$ cat config.mk
export PLATFORM = sky130hd
export DESIGN_NAME = control_sequencer
export DESIGN_NICKNAME = d
export VERILOG_FILES = /design/src/rtl/control_sequencer.sv
export SDC_FILE = /design/constraint.sdc
export NUM_CORES = 1
export LEC_CHECK = 0
export CAP_MARGIN = 10
export CORE_AREA = 2 2 79 81
export CTS_CLUSTER_SIZE = 20
export DETAILED_ROUTE_END_ITERATION = 6
export DIE_AREA = 0 0 81 83
export GPL_TIMING_DRIVEN = 0
export PLACE_DENSITY_LB_ADDON = 0.2
export SYNTH_ARGS = -nofsm -noshare
export SYNTH_HDL_FRONTEND = slang
export SYNTH_SLANG_ARGS = --single-unit
$ cat constraint.sdc
create_clock -name i_clk -period 1.2 [get_ports i_clk]
set_input_delay 0.12 -clock i_clk [delete_from_list [all_inputs] [get_ports i_clk]]
set_output_delay 0.12 -clock i_clk [all_outputs]
set_load 0.02 [all_outputs]
$ cat src/rtl/control_sequencer.sv
// rtl/control_sequencer.sv - fetch/decode/execute control FSM with program counter
// Defining SINGLE_STEP_EN adds i_step, so that each pulse releases exactly one fetch.
module control_sequencer #(
   parameter int              PC_W     = 8,
   parameter logic [PC_W-1:0] RESET_PC = '0
) (
   input  logic            i_clk,
   input  logic            i_rst,
   input  logic            i_run,
`ifdef SINGLE_STEP_EN
   input  logic            i_step,
`endif
   input  logic [22:0]     i_mem_data,
   input  logic            i_mem_ack,
   output logic            o_mem_req,
   output logic [PC_W-1:0] o_pc,
   output logic [22:0]     o_ir,
   output logic [4:0]      o_state,
   output logic [1:0]      o_alu_op,
   output logic            o_instr_done,
   output logic            o_illegal,
   output logic            o_halted
);

   typedef enum logic [3:0] {
      S_FETCH, S_WAIT, S_DECODE, S_LOAD, S_MOV, S_AR_A, S_AR_B, S_AR_WB, S_HALT
   } fsm_t;

   localparam logic [2:0] OP_NOP  = 3'b000;
   localparam logic [2:0] OP_LOAD = 3'b001;
   localparam logic [2:0] OP_MOV  = 3'b010;
   localparam logic [2:0] OP_ADD  = 3'b011;
   localparam logic [2:0] OP_SUB  = 3'b100;
   localparam logic [2:0] OP_HALT = 3'b111;

   localparam logic [4:0] ST_IDLE  = 5'b00000;
   localparam logic [4:0] ST_LOAD  = 5'b00001;
   localparam logic [4:0] ST_MOV   = 5'b00010;
   localparam logic [4:0] ST_AR_A  = 5'b00011;
   localparam logic [4:0] ST_AR_B  = 5'b00100;
   localparam logic [4:0] ST_AR_WB = 5'b00101;

   localparam logic [PC_W-1:0] PC_ONE = {{(PC_W-1){1'b0}}, 1'b1};

   fsm_t            r_fsm;
   logic            r_mem_req;
   logic [PC_W-1:0] r_pc;
   logic [22:0]     r_ir;
   logic [4:0]      r_state;
   logic [1:0]      r_alu_op;
   logic            r_instr_done;
   logic            r_illegal;
   logic            r_halted;

   logic            w_go;
   logic [2:0]      w_ack_op;
   logic            w_ack_illegal;

`ifdef SINGLE_STEP_EN
   assign w_go = i_run & i_step;
`else
   assign w_go = i_run;
`endif

   // NOP and illegal opcodes finish in DECODE, so their pulses are
   // decided from the incoming word at the ack edge.
   assign w_ack_op      = i_mem_data[22:20];
   assign w_ack_illegal = (w_ack_op == 3'b101) || (w_ack_op == 3'b110);

   always_ff @(posedge i_clk) begin
      if (i_rst) begin
         r_fsm        <= S_FETCH;
         r_mem_req    <= 1'b0;
         r_pc         <= RESET_PC;
         r_ir         <= '0;
         r_state      <= ST_IDLE;
         r_alu_op     <= 2'b00;
         r_instr_done <= 1'b0;
         r_illegal    <= 1'b0;
         r_halted     <= 1'b0;
      end else begin
         r_instr_done <= 1'b0;
         r_illegal    <= 1'b0;
         case (r_fsm)
            S_FETCH: begin
               r_state <= ST_IDLE;
               if (w_go) begin
                  r_mem_req <= 1'b1;
                  r_fsm     <= S_WAIT;
               end
            end
            S_WAIT: begin
               if (i_mem_ack) begin
                  r_ir         <= i_mem_data;
                  r_pc         <= r_pc + PC_ONE;
                  r_mem_req    <= 1'b0;
                  r_instr_done <= (w_ack_op == OP_NOP) || w_ack_illegal;
                  r_illegal    <= w_ack_illegal;
                  r_fsm        <= S_DECODE;
               end
            end
            S_DECODE: begin
               case (r_ir[22:20])
                  OP_LOAD: begin
                     r_state      <= ST_LOAD;
                     r_instr_done <= 1'b1;
                     r_fsm        <= S_LOAD;
                  end
                  OP_MOV: begin
                     r_state      <= ST_MOV;
                     r_instr_done <= 1'b1;
                     r_fsm        <= S_MOV;
                  end
                  OP_ADD, OP_SUB: begin
                     r_state <= ST_AR_A;
                     r_fsm   <= S_AR_A;
                  end
                  OP_HALT: begin
                     r_halted <= 1'b1;
                     r_fsm    <= S_HALT;
                  end
                  default: r_fsm <= S_FETCH;
               endcase
            end
            S_AR_A: begin
               r_state  <= ST_AR_B;
               r_alu_op <= (r_ir[22:20] == OP_SUB) ? 2'b01 : 2'b00;
               r_fsm    <= S_AR_B;
            end
            S_AR_B: begin
               r_state      <= ST_AR_WB;
               r_instr_done <= 1'b1;
               r_fsm        <= S_AR_WB;
            end
            S_LOAD, S_MOV, S_AR_WB: begin
               r_state <= ST_IDLE;
               r_fsm   <= S_FETCH;
            end
            S_HALT: begin
               r_state   <= ST_IDLE;
               r_mem_req <= 1'b0;
            end
            default: r_fsm <= S_FETCH;
         endcase
      end
   end

   assign o_mem_req    = r_mem_req;
   assign o_pc         = r_pc;
   assign o_ir         = r_ir;
   assign o_state      = r_state;
   assign o_alu_op     = r_alu_op;
   assign o_instr_done = r_instr_done;
   assign o_illegal    = r_illegal;
   assign o_halted     = r_halted;

endmodule

=== Word level (Yosys, flattened, before mapping) ===
Cells that the tools add are included.

* Output and inout port bits: 42
* Word-level logic and storage cells: 59
* Register bits: 46
* Input port bits: 27

* Reduce and logical (&&, ||, !) cells: 15
* Muxes and demuxes: 13
* Add/sub/neg operators: 1
* Equality and inequality tests: 18
* Bitwise logic cells: 3

{| class="wikitable"
|+ Operator list
! operator !! number
|-
| one-hot mux 4 bit (6 select lines) || 1
|-
| one-hot mux 5 bit (4 select lines) || 1
|-
| equality test 4 x 3 -> 1 bit, second input constant || 4
|-
| one-hot mux 4 bit (4 select lines) || 1
|-
| one-hot mux 5 bit (3 select lines) || 1
|-
| equality test 3 bit, second input constant || 4
|-
| adder 8 x 1 -> 8 bit, second input constant || 1
|-
| equality test 4 x 2 -> 1 bit, second input constant || 2
|-
| 2-to-1 mux 4 bit || 2
|-
| equality test 3 x 2 -> 1 bit, second input constant || 2
|-
| one-hot mux 1 bit (3 select lines) || 2
|-
| AND reduction 2 bit || 3
|-
| AND reduction 3 bit || 2
|-
| 2-to-1 mux 1 bit || 5
|-
| OR reduction 5 bit || 1
|-
| equality test 4 x 1 -> 1 bit, second input constant || 1
|-
| equality test 4 bit, second input constant || 1
|-
| zero test 4 bit || 1
|-
| inequality test 2 bit, second input constant || 2
|-
| inequality test 4 bit, second input constant || 1
|-
| nonzero test 4 bit || 1
|-
| OR reduction 2 bit || 2
|-
| equality test 3 x 1 -> 1 bit, second input constant || 1
|-
| zero test 3 bit || 1
|-
| 4 further kinds || 7
|}

=== Depth between registers and ports, before layout ===
Gate-level depths: netlist of run 1.

* Depth after elaboration: 5
* Mapped depth: 6
* Depth with buffers taken out: 5

=== Worst setup path before layout of run 1 ===
Ideal clock, no wire load.

* Path type: reg-to-reg
* Start point: register r_ir[21], in the netlist o_ir[21]
* End point: register r_state[0], in the netlist o_state[0]
* Buffers on the path: 0
* Path slack: -0.135 ns
* Stages on the path, launching flop included: 5
* Library setup time: 0.127 ns
* Period minus slack after synthesis: 1.335 ns
* Arrival time: 1.208 ns
* Required time: 1.073 ns
* Cell sequence: dfxtp_1 > nor2b_1 > or3b_1 > o211ai_1 > mux2i_1

* Cells in the longest elaborated chain, start to end: 4
* Elaborated cells on any way between the ends: 9
* Classes of those cells: eq/ne (5); mux (2); reduce/logical (2)

{| class="wikitable"
|+ RTL lines
! what !! RTL line !! source
|-
| from (decl) || 48 || <nowiki>logic [22:0] r_ir;</nowiki>
|-
| from (signal assigned) || 94 || <nowiki>r_ir <= i_mem_data;</nowiki>
|-
| equality test 3 bit or equality test 3 x 2 -> 1 bit (tied branches) || 103 || <nowiki>case (r_ir[22:20])</nowiki>
|-
| OR reduction 2 bit || 103 ||
|-
| one-hot mux 5 bit (3 select lines) or inequality test 4 bit (tied branches) || - ||
|-
| one-hot mux 5 bit (4 select lines) or AND reduction 2 bit (tied branches) || - ||
|-
| to (signal assigned) || 86 || <nowiki>r_state <= ST_IDLE;</nowiki>
|-
| to (signal assigned) || 105 || <nowiki>r_state <= ST_LOAD;</nowiki>
|-
| to (signal assigned) || 110 || <nowiki>r_state <= ST_MOV;</nowiki>
|-
| to (decl) || 49 || <nowiki>logic [4:0] r_state;</nowiki>
|}

Parallel ways exist; a longest one is shown, timed or not. The select of a mux whose other input is x is not followed.
A chain may end at the register's enable or synchronous reset.

=== Worst setup path after layout of run 1 ===
* Start point: register r_fsm[1]
* End point: register r_pc[1], in the netlist o_pc[1]

* Cells in the longest elaborated chain, start to end: 2

{| class="wikitable"
|+ RTL lines
! what !! RTL line !! source
|-
| from (decl) || 45 || <nowiki>fsm_t r_fsm;</nowiki>
|-
| from (signal assigned) || 72 || <nowiki>r_fsm <= S_FETCH;</nowiki>
|-
| from (signal assigned) || 89 || <nowiki>r_fsm <= S_WAIT;</nowiki>
|-
| from (signal assigned) || 99 || <nowiki>r_fsm <= S_DECODE;</nowiki>
|-
| equality test 4 x 1 -> 1 bit || 84 || <nowiki>case (r_fsm)</nowiki>
|-
| AND reduction 2 bit (no line) || - ||
|-
| to (signal assigned) || 95 || <nowiki>r_pc <= r_pc + PC_ONE;</nowiki>
|-
| to (decl) || 47 || <nowiki>logic [PC_W-1:0] r_pc;</nowiki>
|}

No other way between the ends.

==> results_tabular.tex, run 1 <==
\begin{tabular}{lr}
\hline
Metric & Value \\
\hline
\multicolumn{2}{l}{\textbf{Status}} \\
\quad Outcome & finished, violations left \\
\quad Failing checks & negative setup slack \\
\multicolumn{2}{l}{\textbf{Detailed routing}} \\
\quad \# DRC & 0 \\
\quad Violation count after the first detailed-route iteration & 45 \\
\quad Mean number of vias per cell & 4.73 \\
\quad Pre-Repair DR Iteration Count & 4 \\
\quad Total via count after detailed routing & 1860 \\
\quad Post-route met1 wirelength & 2360 um \\
\quad WL per Instance & 13.5 um \\
\quad Antenna viol nets, final & 0 \\
\quad Detailed-routed wire length on met3 & about 300 um \\
\quad Uppermost layer routed & met4 \\
\quad Routed length on met2 & 2560 um \\
\quad Routed wire length & 5290 um \\
\multicolumn{2}{l}{\textbf{Timing}} \\
\quad Post-route clock period utilization & 117\% \\
\quad Max Slew Vio Count & 0 \\
\quad Worst hold slack after final layout & a little under 0.3 ns \\
\quad Headroom to the max-slew limit & 55.3\% \\
\quad Clock tree skew after final layout & about 0.0082 ns \\
\quad PnR worst setup slack & -0.202 ns \\
\quad Final setup vio count & 39 \\
\quad Final Hold Violating Endpoints & 0 \\
\quad Unrepaired setup endpoints after global routing & yes \\
\quad Worst slew pin tran & around 0.67 ns \\
\quad Highest clock frequency the design can meet & approximately 710 MHz \\
\quad Total Neg Setup Slack & -5.03 ns \\
\quad Final critical path time including I/O delays and setup & 1.40 ns \\
\multicolumn{2}{l}{\textbf{Power}} \\
\quad Internal power of the cells & about 2.2 mW \\
\quad Final total power & a little over 3 mW \\
\quad Share of total power in sequential cells & roughly 50\% \\
\quad Peak supply drop & approximately 0.72 mV \\
\quad Power density over the cells & 911 mW/mm2 \\
\quad Combinational power share & around a fifth \\
\quad Leakage power summed over all cells & 1.34 nW \\
\quad Switching portion of total power & 27.5\% \\
\quad Psw & 0.830 mW \\
\quad Power share of the clock group & 30.0\% \\
\multicolumn{2}{l}{\textbf{Hold path}} \\
\quad Depth of the worst hold-timing path & 3 \\
\quad Tightest Hold Check Type & in -> reg \\
\quad Worst hold path startpoint & i\_rst \\
\multicolumn{2}{l}{\textbf{Worst setup path}} \\
\quad End point of the critical path & o\_pc[1] \\
\quad Setup Crit Path Kind & reg -> reg \\
\quad Source of the worst register-to-register timing path & r\_fsm[1] \\
\quad Category of the worst setup path capture point & register \\
\quad Category of the worst setup path launch point & register \\
\quad Slowest Stage Delay on Critical Path & 0.32 ns \\
\quad CP max FO & 8 \\
\quad Signal arrival time at the worst endpoint & 1.56 ns \\
\quad Critical path launch point & r\_fsm[1] \\
\quad Path depth of the worst reg2reg path & 7 \\
\quad Cells traversed along the worst timing path & and2b\_4 -> buf\_6 -> buf\_6 -> nand3\_4 -> clkbuf\_16 -> nand2\_2 -> a21oi\_2 \\
\quad Data required time of the worst path & 1.35 ns \\
\quad Cell repeated most along the worst path & sky130\_fd\_sc\_hd\_\_buf\_6 \\
\quad Capture point of the worst reg-to-reg path & o\_pc[1] \\
\quad Highest-delay cell along the critical path & sky130\_fd\_sc\_hd\_\_dfxtp\_2 \\
\quad R2R Setup Slk & -0.20 ns \\
\multicolumn{2}{l}{\textbf{Synth}} \\
\quad Netlist area before placement & 0.00193 mm2 \\
\quad Share of the synthesized area in the top cell type & 44.7\% \\
\quad Combinational family with the most area after synthesis & simple AND/OR/NAND/NOR gates \\
\quad Synthesized netlist cell count & 226 \\
\quad Synth top area cells & sky130\_fd\_sc\_hd\_\_dfxtp\_1 45\%, sky130\_fd\_sc\_hd\_\_nand2\_1 11\%, sky130\_fd\_sc\_hd\_\_a21oi\_1 7.5\% \\
\quad Flops \& latches, synth & 43 \\
\quad Leading post-synthesis cells by instance count & 58 x sky130\_fd\_sc\_hd\_\_nand2\_1, 43 x sky130\_fd\_sc\_hd\_\_dfxtp\_1, 29 x sky130\_fd\_sc\_hd\_\_a21oi\_1 \\
\quad Post-synthesis share of cell area spent on full adders, half adders and majority gates & 0.650\% \\
\quad Synthesized-area fraction occupied by ao, oa, aoi and oai cells & roughly an eighth \\
\quad Area leader, netlist & sky130\_fd\_sc\_hd\_\_dfxtp\_1 \\
\quad Count leader, synth & sky130\_fd\_sc\_hd\_\_nand2\_1 \\
\quad FFs w/ async S/R, synth & 0\% \\
\quad Number of distinct library cells after synthesis & 44 \\
\quad Number of enable flip-flop cells after synthesis & 0 \\
\quad Mux cell area share after synthesis & 2.14\% \\
\quad Average cell area after synthesis & 8.52 um2 \\
\quad Sequential-to-total area share from yosys stat & 44.7\% \\
\quad Xor-xnor portion of the synthesized cell area & 4.55\% \\
\quad Count of synthesis-stage warnings from yosys & 0 \\
\quad Share of synthesized cell area in and, or, nand and nor gates & 29.0\% \\
\quad Primary flip-flop cell chosen by synthesis mapping & sky130\_fd\_sc\_hd\_\_dfxtp\_1 \\
\multicolumn{2}{l}{\textbf{CTS}} \\
\quad CTS clock-pin slew for the worst setup and hold paths & 0.09 ns \\
\quad Depth of the CTS H-tree & 2 \\
\quad Total number of clock tree sinks & 43 \\
\quad CTS tree & yes \\
\quad Root buffer cell & sky130\_fd\_sc\_hd\_\_clkbuf\_8 \\
\quad Clock latency on the worst-skew pair & 0.29 ns \\
\quad Cts-stage hold buffer count & 0 \\
\quad Number of buffers created by CTS & 5 \\
\quad Clock buffer depth & 2 \\
\multicolumn{2}{l}{\textbf{Job}} \\
\quad Number of maximum-capacitance violations & 0 \\
\multicolumn{2}{l}{\textbf{Finish}} \\
\quad Area of the multi-input gates & 0.00125 mm2 \\
\quad Fillcell total & 543 \\
\quad Post-layout utilization of the core & 57.0\% \\
\quad Area of all sequential standard cells & 882 um2 \\
\quad Nets & 345 \\
\quad Share of post-route cells with drive strength above 1 & about two fifths \\
\quad Layout Cell Area excl Fill & 0.00332 mm2 \\
\quad Final antenna diode count & 0 \\
\quad Layout overhead on the synthesized area & 72.3\% \\
\multicolumn{2}{l}{\textbf{Floorplan}} \\
\quad Die extent in x & 81 um \\
\quad Total die area & roughly 0.0067 mm2 \\
\quad Die height & 83 um \\
\quad Io pins & 69 \\
\quad Starting density of the core & 33.1\% \\
\quad Area of the core region & 0.00582 mm2 \\
\quad Number of rows created at floorplan & 28 \\
\multicolumn{2}{l}{\textbf{Place}} \\
\quad Port Buffer Count & 64 \\
\quad Placed wire-length estimate & between 3000 and 4000 um \\
\quad Placed instance area & 0.00271 mm2 \\
\quad GPL Wtd Cong & 0.765 \\
\multicolumn{2}{l}{\textbf{Global routing}} \\
\quad Global-route total usage across every layer & 16.1\% \\
\quad Global-route wire length before repair & 8540 um \\
\quad Initial antenna violation count & 0 \\
\quad Vias in the first global route & about 1700 \\
\quad Total overflow reported by the global router & 0 \\
\quad Largest net degree at the start of global routing & 14 \\
\hline
\end{tabular}
==> layout make-up <==
cell class	count	area share (%)
clock inverters	2	0.377
flip-flops and latches	43	26.6
multi-input cells	166	37.8
plain buffers	16	4.19
clock buffers	6	2.19
repair buffers	83	25.8
inverters	2	0.226
well taps	75	2.83
==> power by group through the flow <==
stage                     Clock [mW]  Combinational, mW  Sequential, mW
after detailed placement           0              0.452            1.53
after global placement             0              0.449            1.53
after CTS                      0.931              0.571            1.50
final                          0.907              0.612            1.50
after floorplan                    0              0.190            1.58
after global routing            1.01              0.654            1.51
==> worst min-delay path by stage <==
stage / end
finish: o_state[1]
floorplan: o_ir[20]
detailed placement: o_ir[7]
global route: o_state[1]
CTS: o_state[1]
global placement: o_ir[7]
==> sequential cells by signal, indices dropped and copies added, names as in the netlist <==
name          cells
r_fsm             4
o_instr_done      1
o_pc              8
o_illegal         1
o_mem_req         1
o_state           3
o_alu_op          1
o_ir             23
o_halted          1
==> repair_timing <==
action,4_1_cts,5_1_grt
resized for setup,91,59
pin swaps,32,27
cloned,3,1
setup endpoints to repair,76,45
buffers inserted,18,1
==> through the flow <==
step	setup slack, ns	std cells
after global placement	-0.482	367
after detailed placement	-0.462	367
after floorplan	-0.0277	228
after CTS	-0.214	395
after global routing	-0.256	393
final	-0.202	393
==> placed cells by master (no fill, tap or decap), drive strengths merged, types with 5 or more instances in the layout <==
master	Yosys	final
xnor2	8	8
nor4	5	5
nand2	58	58
nor3	5	5
nor2	15	15
buf	11	28
dlygate4sd2	0	36
a21oi	29	29
dfxtp	43	43
clkbuf	6	15
clkdlybuf4s50	0	24
==> routing by layer <==
metal,track usage (%),vias up
met4,5.24,0
li1,-,942
met5,0,-
met3,4.35,6
met2,25.4,50
met1,21.1,862
==> kinds of logic (layout without fill, tap and decap cells) <==
logic type,count (synthesis),count (layout)
AND/OR/NAND/NOR,106,106
flip-flops,43,43
AO/OA/AOI/OAI,42,42
buffers and inverters,19,109
XOR/XNOR,10,10
multiplexers,4,4
adder cells (fa/ha/maj),1,1
other,1,3
==> worst max-delay path, delay by kind of cell (launching register included) <==
family / cells / cell delay [ns]
and+or+nand+nor: 3 / 0.46
buffers and inverters: 3 / 0.43
DFF: 1 / 0.32
AOI/OAI and AO/OA: 1 / 0.04
Power figures use the tool's default switching activity.
==> run 2: changes to the inputs <==
--- a/config.mk
+++ b/config.mk
@@ -5,6 +5,7 @@
 export SDC_FILE = /design/constraint.sdc
 export NUM_CORES = 1
 export LEC_CHECK = 0
+export ABC_AREA = 0
 export CAP_MARGIN = 10
 export CORE_AREA = 2 2 79 81
 export CTS_CLUSTER_SIZE = 20
==> results of run 2 <==
No change in the layout: final DEF, timing and power equal those of run 1.
==> run 3: changes to the inputs <==
--- a/config.mk
+++ b/config.mk
@@ -6,13 +6,14 @@
 export NUM_CORES = 1
 export LEC_CHECK = 0
 export ABC_AREA = 0
-export CAP_MARGIN = 10
+export CAP_MARGIN = 20
 export CORE_AREA = 2 2 79 81
 export CTS_CLUSTER_SIZE = 20
 export DETAILED_ROUTE_END_ITERATION = 6
 export DIE_AREA = 0 0 81 83
 export GPL_TIMING_DRIVEN = 0
 export PLACE_DENSITY_LB_ADDON = 0.2
+export SLEW_MARGIN = 5
 export SYNTH_ARGS = -nofsm -noshare
 export SYNTH_HDL_FRONTEND = slang
 export SYNTH_SLANG_ARGS = --single-unit
==> results of run 3 <==
No change in the layout: final DEF, timing and power equal those of run 1.
